--- config.mk ---
export PLATFORM = sky130hd
export DESIGN_NAME = fu_issue_queue_flat
export DESIGN_NICKNAME = d
export VERILOG_FILES = /design/src/rtl/fu_issue_queue_if.sv /design/src/rtl/fu_issue_queue.sv /design/src/flat_wrapper.sv
export SDC_FILE = /design/constraint.sdc
export NUM_CORES = 1
export LEC_CHECK = 0
export BUFFER_PORTS_ARGS = -buffer_cell sky130_fd_sc_hd__buf_2
export CORE_UTILIZATION = 58
export DETAILED_ROUTE_END_ITERATION = 10
export PLACE_DENSITY = 0.86
export SYNTH_ARGS = -nofsm -noshare
export SYNTH_HDL_FRONTEND = slang
export SYNTH_SLANG_ARGS = --single-unit
--- constraint.sdc ---
create_clock -name clk -period 5.2 [get_ports clk]
set_input_delay 0.52 -clock clk [delete_from_list [all_inputs] [get_ports clk]]
set_output_delay 0.52 -clock clk [all_outputs]
set_load 0.005 [all_outputs]
--- src/rtl/fu_issue_queue_if.sv ---
// Producer/FU-side bundle of fu_issue_queue.
// The master is the producer/observer side; the slave is the issue queue itself.
interface fu_issue_if #(
  parameter int TAG_W = 4
) ();
  logic             flush;
  logic             in_valid;
  logic             in_ready;
  logic [31:0]      in_a;
  logic [31:0]      in_b;
  logic [31:0]      in_c;
  logic [4:0]       in_inst;
  logic             in_ci;
  logic [TAG_W-1:0] in_tag;
  logic [31:0]      fu_a;
  logic [31:0]      fu_b;
  logic [31:0]      fu_c;
  logic [4:0]       fu_inst;
  logic             fu_ci;
  logic             res_valid;
  logic [TAG_W-1:0] res_tag;

  modport master (
    output flush, in_valid, in_a, in_b, in_c, in_inst, in_ci, in_tag,
    input  in_ready, fu_a, fu_b, fu_c, fu_inst, fu_ci, res_valid, res_tag
  );

  modport slave (
    input  flush, in_valid, in_a, in_b, in_c, in_inst, in_ci, in_tag,
    output in_ready, fu_a, fu_b, fu_c, fu_inst, fu_ci, res_valid, res_tag
  );
endinterface

--- src/rtl/fu_issue_queue.sv ---
// fu_issue_queue: issue stage in front of the Mosaic functional unit.
// Ops are buffered in a small FIFO and presented one at a time on the FU
// lines, held stable for L+1 cycles (L = MADD_LAT for MADD, else 1); the
// last of those cycles is flagged with res_valid/res_tag. FU lines read zero
// when idle so the FU gated clocks stay off.
// Optional feature macro: FU_ISSUE_PERF_EN adds the 16-bit saturating
// stall_cnt output (cycles with in_valid high while in_ready is low).
module fu_issue_queue #(
  parameter int DEPTH    = 4,
  parameter int TAG_W    = 4,
  parameter int MADD_LAT = 2
) (
  input  logic       clk,
  input  logic       rst,
  fu_issue_if.slave  bus
`ifdef FU_ISSUE_PERF_EN
  ,
  output logic [15:0] stall_cnt
`endif
);

  localparam int PTR_W = $clog2(DEPTH);
  localparam int CNT_W = (MADD_LAT > 1) ? $clog2(MADD_LAT) : 1;

  typedef struct packed {
    logic [31:0]      a;
    logic [31:0]      b;
    logic [31:0]      c;
    logic [4:0]       inst;
    logic             ci;
    logic [TAG_W-1:0] tag;
  } op_t;

  typedef enum logic [1:0] {
    IDLE   = 2'd0,
    EXEC   = 2'd1,
    RESULT = 2'd2
  } state_t;

  op_t              mem [DEPTH];
  logic [PTR_W-1:0] wr_ptr_reg;
  logic [PTR_W-1:0] rd_ptr_reg;
  logic [PTR_W:0]   count_reg;

  state_t           state_reg, state_next;
  logic [CNT_W-1:0] cnt_reg, cnt_next;
  op_t              op_reg, op_next;

  op_t              in_op;
  op_t              head_op;
  logic [CNT_W-1:0] head_cnt;
  logic             full, empty, in_ready, push, pop, res_valid;

  assign in_op    = '{a: bus.in_a, b: bus.in_b, c: bus.in_c,
                      inst: bus.in_inst, ci: bus.in_ci, tag: bus.in_tag};
  assign head_op  = mem[rd_ptr_reg];
  // Remaining EXEC cycles after the first: MADD needs MADD_LAT edges, others one.
  assign head_cnt = (head_op.inst[4:3] == 2'b11) ? CNT_W'(MADD_LAT - 1) : '0;

  assign full     = (count_reg == (PTR_W+1)'(DEPTH));
  assign empty    = (count_reg == '0);
  // Ready is held low during reset and flush so nothing sneaks in around them.
  assign in_ready = !full && !bus.flush && !rst;
  assign push     = bus.in_valid && in_ready;

  // FIFO storage write; no reset needed since the pointers define validity.
  always_ff @(posedge clk) begin
    if (push) begin
      mem[wr_ptr_reg] <= in_op;
    end
  end

  // FIFO pointers and occupancy; flush empties the queue on the next edge.
  always_ff @(posedge clk or posedge rst) begin
    if (rst) begin
      wr_ptr_reg <= '0;
      rd_ptr_reg <= '0;
      count_reg  <= '0;
    end else if (bus.flush) begin
      wr_ptr_reg <= '0;
      rd_ptr_reg <= '0;
      count_reg  <= '0;
    end else begin
      if (push) wr_ptr_reg <= wr_ptr_reg + PTR_W'(1);
      if (pop)  rd_ptr_reg <= rd_ptr_reg + PTR_W'(1);
      case ({push, pop})
        2'b10:   count_reg <= count_reg + (PTR_W+1)'(1);
        2'b01:   count_reg <= count_reg - (PTR_W+1)'(1);
        default: count_reg <= count_reg;
      endcase
    end
  end

  // Issue FSM state, latency counter and held op registers.
  always_ff @(posedge clk or posedge rst) begin
    if (rst) begin
      state_reg <= IDLE;
      cnt_reg   <= '0;
      op_reg    <= '0;
    end else begin
      state_reg <= state_next;
      cnt_reg   <= cnt_next;
      op_reg    <= op_next;
    end
  end

  // Next-state logic: pop from IDLE or straight out of RESULT to avoid a bubble.
  always_comb begin
    state_next = state_reg;
    cnt_next   = cnt_reg;
    op_next    = op_reg;
    pop        = 1'b0;
    if (bus.flush) begin
      state_next = IDLE;
      cnt_next   = '0;
      op_next    = '0;
    end else begin
      case (state_reg)
        IDLE: begin
          if (!empty) begin
            pop        = 1'b1;
            op_next    = head_op;
            cnt_next   = head_cnt;
            state_next = EXEC;
          end
        end
        EXEC: begin
          if (cnt_reg == '0) begin
            state_next = RESULT;
          end else begin
            cnt_next = cnt_reg - CNT_W'(1);
          end
        end
        RESULT: begin
          if (!empty) begin
            pop        = 1'b1;
            op_next    = head_op;
            cnt_next   = head_cnt;
            state_next = EXEC;
          end else begin
            op_next    = '0;
            state_next = IDLE;
          end
        end
        default: begin
          state_next = IDLE;
          cnt_next   = '0;
          op_next    = '0;
        end
      endcase
    end
  end

  // The held op register is zero whenever idle, so it drives the FU lines directly.
  assign res_valid     = (state_reg == RESULT) && !bus.flush;
  assign bus.in_ready  = in_ready;
  assign bus.fu_a      = op_reg.a;
  assign bus.fu_b      = op_reg.b;
  assign bus.fu_c      = op_reg.c;
  assign bus.fu_inst   = op_reg.inst;
  assign bus.fu_ci     = op_reg.ci;
  assign bus.res_valid = res_valid;
  assign bus.res_tag   = res_valid ? op_reg.tag : '0;

`ifdef FU_ISSUE_PERF_EN
  logic [15:0] stall_cnt_reg;

  // Saturating count of producer stall cycles; only reset clears it.
  always_ff @(posedge clk or posedge rst) begin
    if (rst) begin
      stall_cnt_reg <= '0;
    end else if (bus.in_valid && !in_ready && (stall_cnt_reg != 16'hFFFF)) begin
      stall_cnt_reg <= stall_cnt_reg + 16'd1;
    end
  end

  assign stall_cnt = stall_cnt_reg;
`endif

endmodule
--- src/flat_wrapper.sv ---
// flat-port wrapper written by rule: the top's interface ports become plain ports
module fu_issue_queue_flat 
#(
  parameter int DEPTH    = 4,
  parameter int TAG_W    = 4,
  parameter int MADD_LAT = 2
)
  (clk, rst, bus_flush, bus_in_valid, bus_in_a, bus_in_b, bus_in_c, bus_in_inst, bus_in_ci, bus_in_tag, bus_in_ready, bus_fu_a, bus_fu_b, bus_fu_c, bus_fu_inst, bus_fu_ci, bus_res_valid, bus_res_tag);
  fu_issue_if #(.TAG_W(TAG_W)) bus_i ();
  input  logic clk;
  input  logic rst;
  input wire logic [$bits(bus_i.flush)-1:0] bus_flush;
  input wire logic [$bits(bus_i.in_valid)-1:0] bus_in_valid;
  input wire logic [$bits(bus_i.in_a)-1:0] bus_in_a;
  input wire logic [$bits(bus_i.in_b)-1:0] bus_in_b;
  input wire logic [$bits(bus_i.in_c)-1:0] bus_in_c;
  input wire logic [$bits(bus_i.in_inst)-1:0] bus_in_inst;
  input wire logic [$bits(bus_i.in_ci)-1:0] bus_in_ci;
  input wire logic [$bits(bus_i.in_tag)-1:0] bus_in_tag;
  output wire logic [$bits(bus_i.in_ready)-1:0] bus_in_ready;
  output wire logic [$bits(bus_i.fu_a)-1:0] bus_fu_a;
  output wire logic [$bits(bus_i.fu_b)-1:0] bus_fu_b;
  output wire logic [$bits(bus_i.fu_c)-1:0] bus_fu_c;
  output wire logic [$bits(bus_i.fu_inst)-1:0] bus_fu_inst;
  output wire logic [$bits(bus_i.fu_ci)-1:0] bus_fu_ci;
  output wire logic [$bits(bus_i.res_valid)-1:0] bus_res_valid;
  output wire logic [$bits(bus_i.res_tag)-1:0] bus_res_tag;
  assign bus_i.flush = bus_flush;
  assign bus_i.in_valid = bus_in_valid;
  assign bus_i.in_a = bus_in_a;
  assign bus_i.in_b = bus_in_b;
  assign bus_i.in_c = bus_in_c;
  assign bus_i.in_inst = bus_in_inst;
  assign bus_i.in_ci = bus_in_ci;
  assign bus_i.in_tag = bus_in_tag;
  assign bus_in_ready = bus_i.in_ready;
  assign bus_fu_a = bus_i.fu_a;
  assign bus_fu_b = bus_i.fu_b;
  assign bus_fu_c = bus_i.fu_c;
  assign bus_fu_inst = bus_i.fu_inst;
  assign bus_fu_ci = bus_i.fu_ci;
  assign bus_res_valid = bus_i.res_valid;
  assign bus_res_tag = bus_i.res_tag;
  fu_issue_queue #(.DEPTH(DEPTH), .TAG_W(TAG_W), .MADD_LAT(MADD_LAT)) u_core (.clk(clk), .rst(rst), .bus(bus_i));
endmodule
# Word-level counts from Yosys, hierarchy flattened
# Memories as Yosys holds them, arrays and structs flattened.
# Cells that the tools add are included.
[totals] out_inout_bits=108 register_bits=116 input_bits=110 elab_cells=68 memories=1 mem_bits_rw=424
[memory_table] memory="u_core.mem" words=4 word_bits=106 read_ports=1 rd_ports_with_merged_regs=0 write_ports=1 line_no="fu_issue_queue.sv:40" text="op_t mem [DEPTH];"
[op_classes] reduce_logical=15 n_mux=26 eq_ne=10 n_addsub=5
[op_table] operator="$mux W106" n=3
[op_table] operator="$pmux W106 S3" n=1
[op_table] operator="$mux W2" n=7
[op_table] operator="$mux W1" n=10
[op_table] operator="$ne A3 B3 Y1 const B" n=3
[op_table] operator="$eq A2 B2 Y1 const B" n=3
[op_table] operator="$pmux W2 S3" n=1
[op_table] operator="$pmux W3 S2" n=1
[op_table] operator="$add A2 B1 Y2 const B" n=2
[op_table] operator="$eq A2 B1 Y1 const B" n=2
[op_table] operator="$logic_and A1 B1 Y1" n=4
[op_table] operator="$mux W4" n=1
[op_table] operator="$reduce_and A2 Y1" n=2
[op_table] operator="$reduce_bool A2 Y1" n=2
[op_table] operator="$add A3 B1 Y3 const B" n=1
[op_table] operator="$eq A3 B3 Y1 const B" n=1
[op_table] operator="$logic_not A1 Y1" n=3
[op_table] operator="$logic_not A3 Y1" n=1
[op_table] operator="$mux W3" n=1
[op_table] operator="$reduce_bool A3 Y1" n=1
[op_table] operator="$sub A3 B1 Y3 const B" n=1
[op_table] operator="$logic_not A2 Y1" n=1
[op_table] operator="$ne A2 B2 Y1 const B" n=1
[op_table] operator="$pmux W1 S2" n=1
[op_table] operator="2 further kinds" n=2

# Longest topological paths before layout
[depth] word_depth=8 depth_mapped=8 ltp_nobuf=7

# Worst setup path before layout
# Ideal clock, no wire load.
[synth_timing] path_type="input to register" from="input bus_flush" to="memory u_core.mem[0][0] in the netlist's numbering, enable pin" stages=3 slack_ps=1027 setup_time_ps=477 arrival_ps=3696 path_cell_list="buf_2 -> nor4b_4 -> and2_1"
[synth_via] elab_chain_cells=6
[synth_lines] item="start, declared" line_no="flat_wrapper.sv:12" text="input wire logic [$bits(bus_i.flush)-1:0] bus_flush;"
[synth_lines] item="$logic_not A1 Y1" line_no="fu_issue_queue.sv:63" text="assign in_ready = !full && !bus.flush && !rst;"
[synth_lines] item="$logic_and A1 B1 Y1 (2 in series)" line_no="fu_issue_queue.sv:63"
[synth_lines] item="$logic_and A1 B1 Y1" line_no="fu_issue_queue.sv:64" text="assign push = bus.in_valid && in_ready;"
[synth_lines] item="$mux W1" line_no="fu_issue_queue.sv:68" text="if (push) begin"
[synth_lines] item="$mux W1 (implied by the code)" line_no="fu_issue_queue.sv:69" text="mem[wr_ptr_reg] <= in_op;"
[synth_lines] item="end, declared" line_no="fu_issue_queue.sv:40"
# Every way passes these cells.

# Worst setup path after layout
[layout_timing] from="register u_core.count_reg[2]" to="memory u_core.mem[0][73] in the netlist's numbering, enable pin"
[layout_via] elab_chain_cells=7
[layout_lines] item="start, declared" line_no="fu_issue_queue.sv:43" text="logic [PTR_W:0] count_reg;"
[layout_lines] item="start signal, assigned" line_no="fu_issue_queue.sv:87" text="2'b10: count_reg <= count_reg + (PTR_W+1)'(1);"
[layout_lines] item="start signal, assigned" line_no="fu_issue_queue.sv:88" text="2'b01: count_reg <= count_reg - (PTR_W+1)'(1);"
[layout_lines] item="start signal, assigned" line_no="fu_issue_queue.sv:89" text="default: count_reg <= count_reg;"
[layout_lines] item="$eq A3 B3 Y1" line_no="fu_issue_queue.sv:60" text="assign full = (count_reg == (PTR_W+1)'(DEPTH));"
[layout_lines] item="$logic_not A1 Y1" line_no="fu_issue_queue.sv:63"
[layout_lines] item="$logic_and A1 B1 Y1 (2 in series)" line_no="fu_issue_queue.sv:63"
[layout_lines] item="$logic_and A1 B1 Y1" line_no="fu_issue_queue.sv:64"
[layout_lines] item="$mux W1" line_no="fu_issue_queue.sv:68"
[layout_lines] item="$mux W1 (implied by the code)" line_no="fu_issue_queue.sv:69"
# Every way passes these cells.

==> results.ini <==
[final_layout]
largest_reg_flops=424
largest-register=u_core.mem
layout-drive-gt1-share_pct=37.9
seq_area_um2=15600
multi_input_area_um2=3740
fin_nets=1205
final_core_util_pct=66.4
stdcell_count=1597
syn_to_final_growth_pct=12.7
fill_cells=2184

[power]
p_leak_uw=0.00842
ir_worst_vdd_v=0.000296
seq_power_share_pct=48.6
intPower_uw=8290
power.switching_uw=2970
power.share.switching_pct=26.4
power_frac_clock_pct=32.4
combPwrFrac_pct=19.0
total_power_uw=11300
p_per_area_nw_per_um2=491

[setup_path]
end_kind=flip-flop
crit_type=flip-flop to flip-flop
crit_required_ns=5.42
cpMaxStageDelayCell=and2_4
worstPathCellList=nor3b_1 -> nor4b_4 -> and2_4 -> buf_12
cp.arrival_ns=3.05
startpoint=u_core.count_reg[2]$_DFFE_PP0P_
slowest_delay_ns=0.77
crit_path_start_kind=flip-flop
worstPathMaxFanout=58
rr_startpoint=u_core.count_reg[2]$_DFFE_PP0P_

[timing]
worst_pin_slew_ns=0.979
fmax_mhz=353
relSlewSlack_pct=34.6
layout_min_cycle_time_ns=2.83
setup_viol=0
tns_ns=0
period_share_pct=54.5
final_max_slew_viol_count=0
skew_ns=0.0242
grt_setup_unrepaired=false
hold_viol=0

[floorplan]
die_w_um=189
start_util_pct=58.9
coreArea_um2=34500
io_pins=218
die_area_um2=35800
rows=68
die_y_um=189

[logic_synthesis]
synth_cell_types=31
ys_seq_elements=540
yosysSeqAreaShare_pct=76.9
yosysTopAreaCell=edfxtp_1
synth_area_leaders=edfxtp_1, dfrtp_1, mux4_2, a22o_1, buf_4
synth_nets=1072
syn_inst=957
synth_top_area_share_pct=62.6
netlist_area_um2=20300
async_flop_share_pct=21.5
ys_warn_count=0
ys.flop_type=edfxtp_1
synth_edf_count=424
syn_avg_cell_area_um2=21.3

[clocking]
clkSinkCount=540
clock_latency_ns=0.58
tritoncts=yes
cts_setup_buffers=0
clock_path_buffers=3
root_buffer=clkbuf_16
cts_max_level=2
post_cts_resized=0
cts-hold-fix-buffers=0
clk_pin_slew_ns=0.06
numCtsBuffers=52

[status]
status=finished clean

[min_path]
min_path_type=input port to asynchronous set/reset pin

[placement]
place_hpwl_um=21500
gp_congestion=0.734
dpl.cell_count=1491
io_buffer_count=217

[route]
wl_per_cell_um=24.3
route.detailed.drc=0
first_iter_violations=728
routed_wirelength_um=38900
ant_nets=0
vias=9483
dr.pass1.iters=5
viasPerCell=5.94

[grt]
antenna_found_initial=17
grtUsageTotal_pct=22.1
grt_overflow_total=0
grt_max_degree=107
grt_pass1_wl_um=58700
grt_pass1_vias=9710

[flow_run]
drv_cap=0

==> cell type report <==
type | instances | area share (%)
flip-flops and latches | 540 | 68.2
well taps | 455 | 2.48
clock inverters | 21 | 0.715
repair buffers | 229 | 5.46
diodes | 9 | 0.0983
inverters | 4 | 0.0873
multi-input cells | 263 | 16.3
clock buffers | 76 | 6.60
==> cells in the final DEF (no fill, tap or decap), types with 3 or more instances in the layout <==
cell / count
edfxtp_1: 424
nor2_1: 8
nand2b_1: 4
and3_1: 4
inv_6: 4
mux4_2: 106
inv_1: 3
clkbuf_1: 13
buf_12: 6
buf_4: 6
and2_4: 4
xnor2_1: 4
clkinv_1: 4
buf_2: 217
dfrtp_1: 114
diode_2: 9
ha_1: 4
a22o_1: 106
clkbuf_8: 10
clkbuf_16: 53
mux2i_1: 3
clkinv_2: 11
nor3_4: 3
==> kinds of logic after synthesis <==
| group | synth area share [%] |
|---|---|
| adder cells (fa/ha/maj) | 0.344 |
| multiplexers | 12.0 |
| flip-flops | 76.9 |
| buffers and inverters | 4.85 |
| AO/OA/AOI/OAI | 4.64 |
| XOR/XNOR | 0.172 |
| AND/OR/NAND/NOR | 1.15 |
==> critical path, delay by kind of cell, from the launching register on <==
family                 cells  cell delay (ns)
AND/OR/NAND/NOR            3             1.56
buffers and inverters      1             0.39
flip-flops                 1             0.44
==> through the flow <==
| step | hold WS [ns] | setup slack (ns) | area, um2 |
|---|---|---|---|
| after floorplan | 0.432 | 1.03 | 20300 |
| after global placement | 0.447 | 2.19 | 21200 |
| after detailed placement | 0.471 | 2.16 | 21200 |
| after CTS | 0.133 | 2.34 | 22900 |
| after global routing | 0.132 | 2.20 | 22900 |
| final | 0.0868 | 2.37 | 22900 |
==> Yosys cell counts, types with 2 or more instances <==
cell and count:
a22o_1 106, mux4_2 106, clkbuf_1 27, buf_4 102
nand2b_1 4, buf_2 20, and3_1 4, nor3_4 2
inv_1 4, o21ai_0 2, and2_1 4, nor3b_1 2
edfxtp_1 424, mux2i_1 3, nor2_1 8, mux2_2 2
nor3_1 2, dfrtp_1 116, ha_1 4, xnor2_1 4
==> power groups by stage <==
stage	logic, uW	registers (uW)	clock network, uW
floorplan	1920	5350	0
global placement	2090	5540	0
detailed placement	2160	5560	0
CTS	2170	5480	3700
global route	2300	5530	3860
finish	2140	5480	3650
==> path summary, 6_finish.rpt <==
check	endpoint	slack, ns	cells past startpoint
setup / recovery	u_core.mem[0][73]$_DFFE_PP_	2.37	4
setup reg to reg	u_core.mem[0][73]$_DFFE_PP_	2.37	4
hold reg to reg	u_core.state_reg[1]$_DFFE_PP0P_	0.48	1
hold / removal	u_core.count_reg[2]$_DFFE_PP0P_	0.09	2
max in group asynchronous	u_core.bus.fu_a[28]$_DFFE_PP0P_	3.95	3
min in group clk	u_core.mem[0][11]$_DFFE_PP_	0.16	1
==> metal layers <==
metal | global-route usage, % | up-vias | wire, um
met5 | 0 | - | 103
met4 | 7.66 | 20 | 945
met3 | 5.21 | 92 | 2610
met2 | 34.7 | 359 | 19300
met1 | 30.8 | 4948 | 15900
li1 | - | 4064 | -
Note: power is estimated with default switching activity, not from simulation.
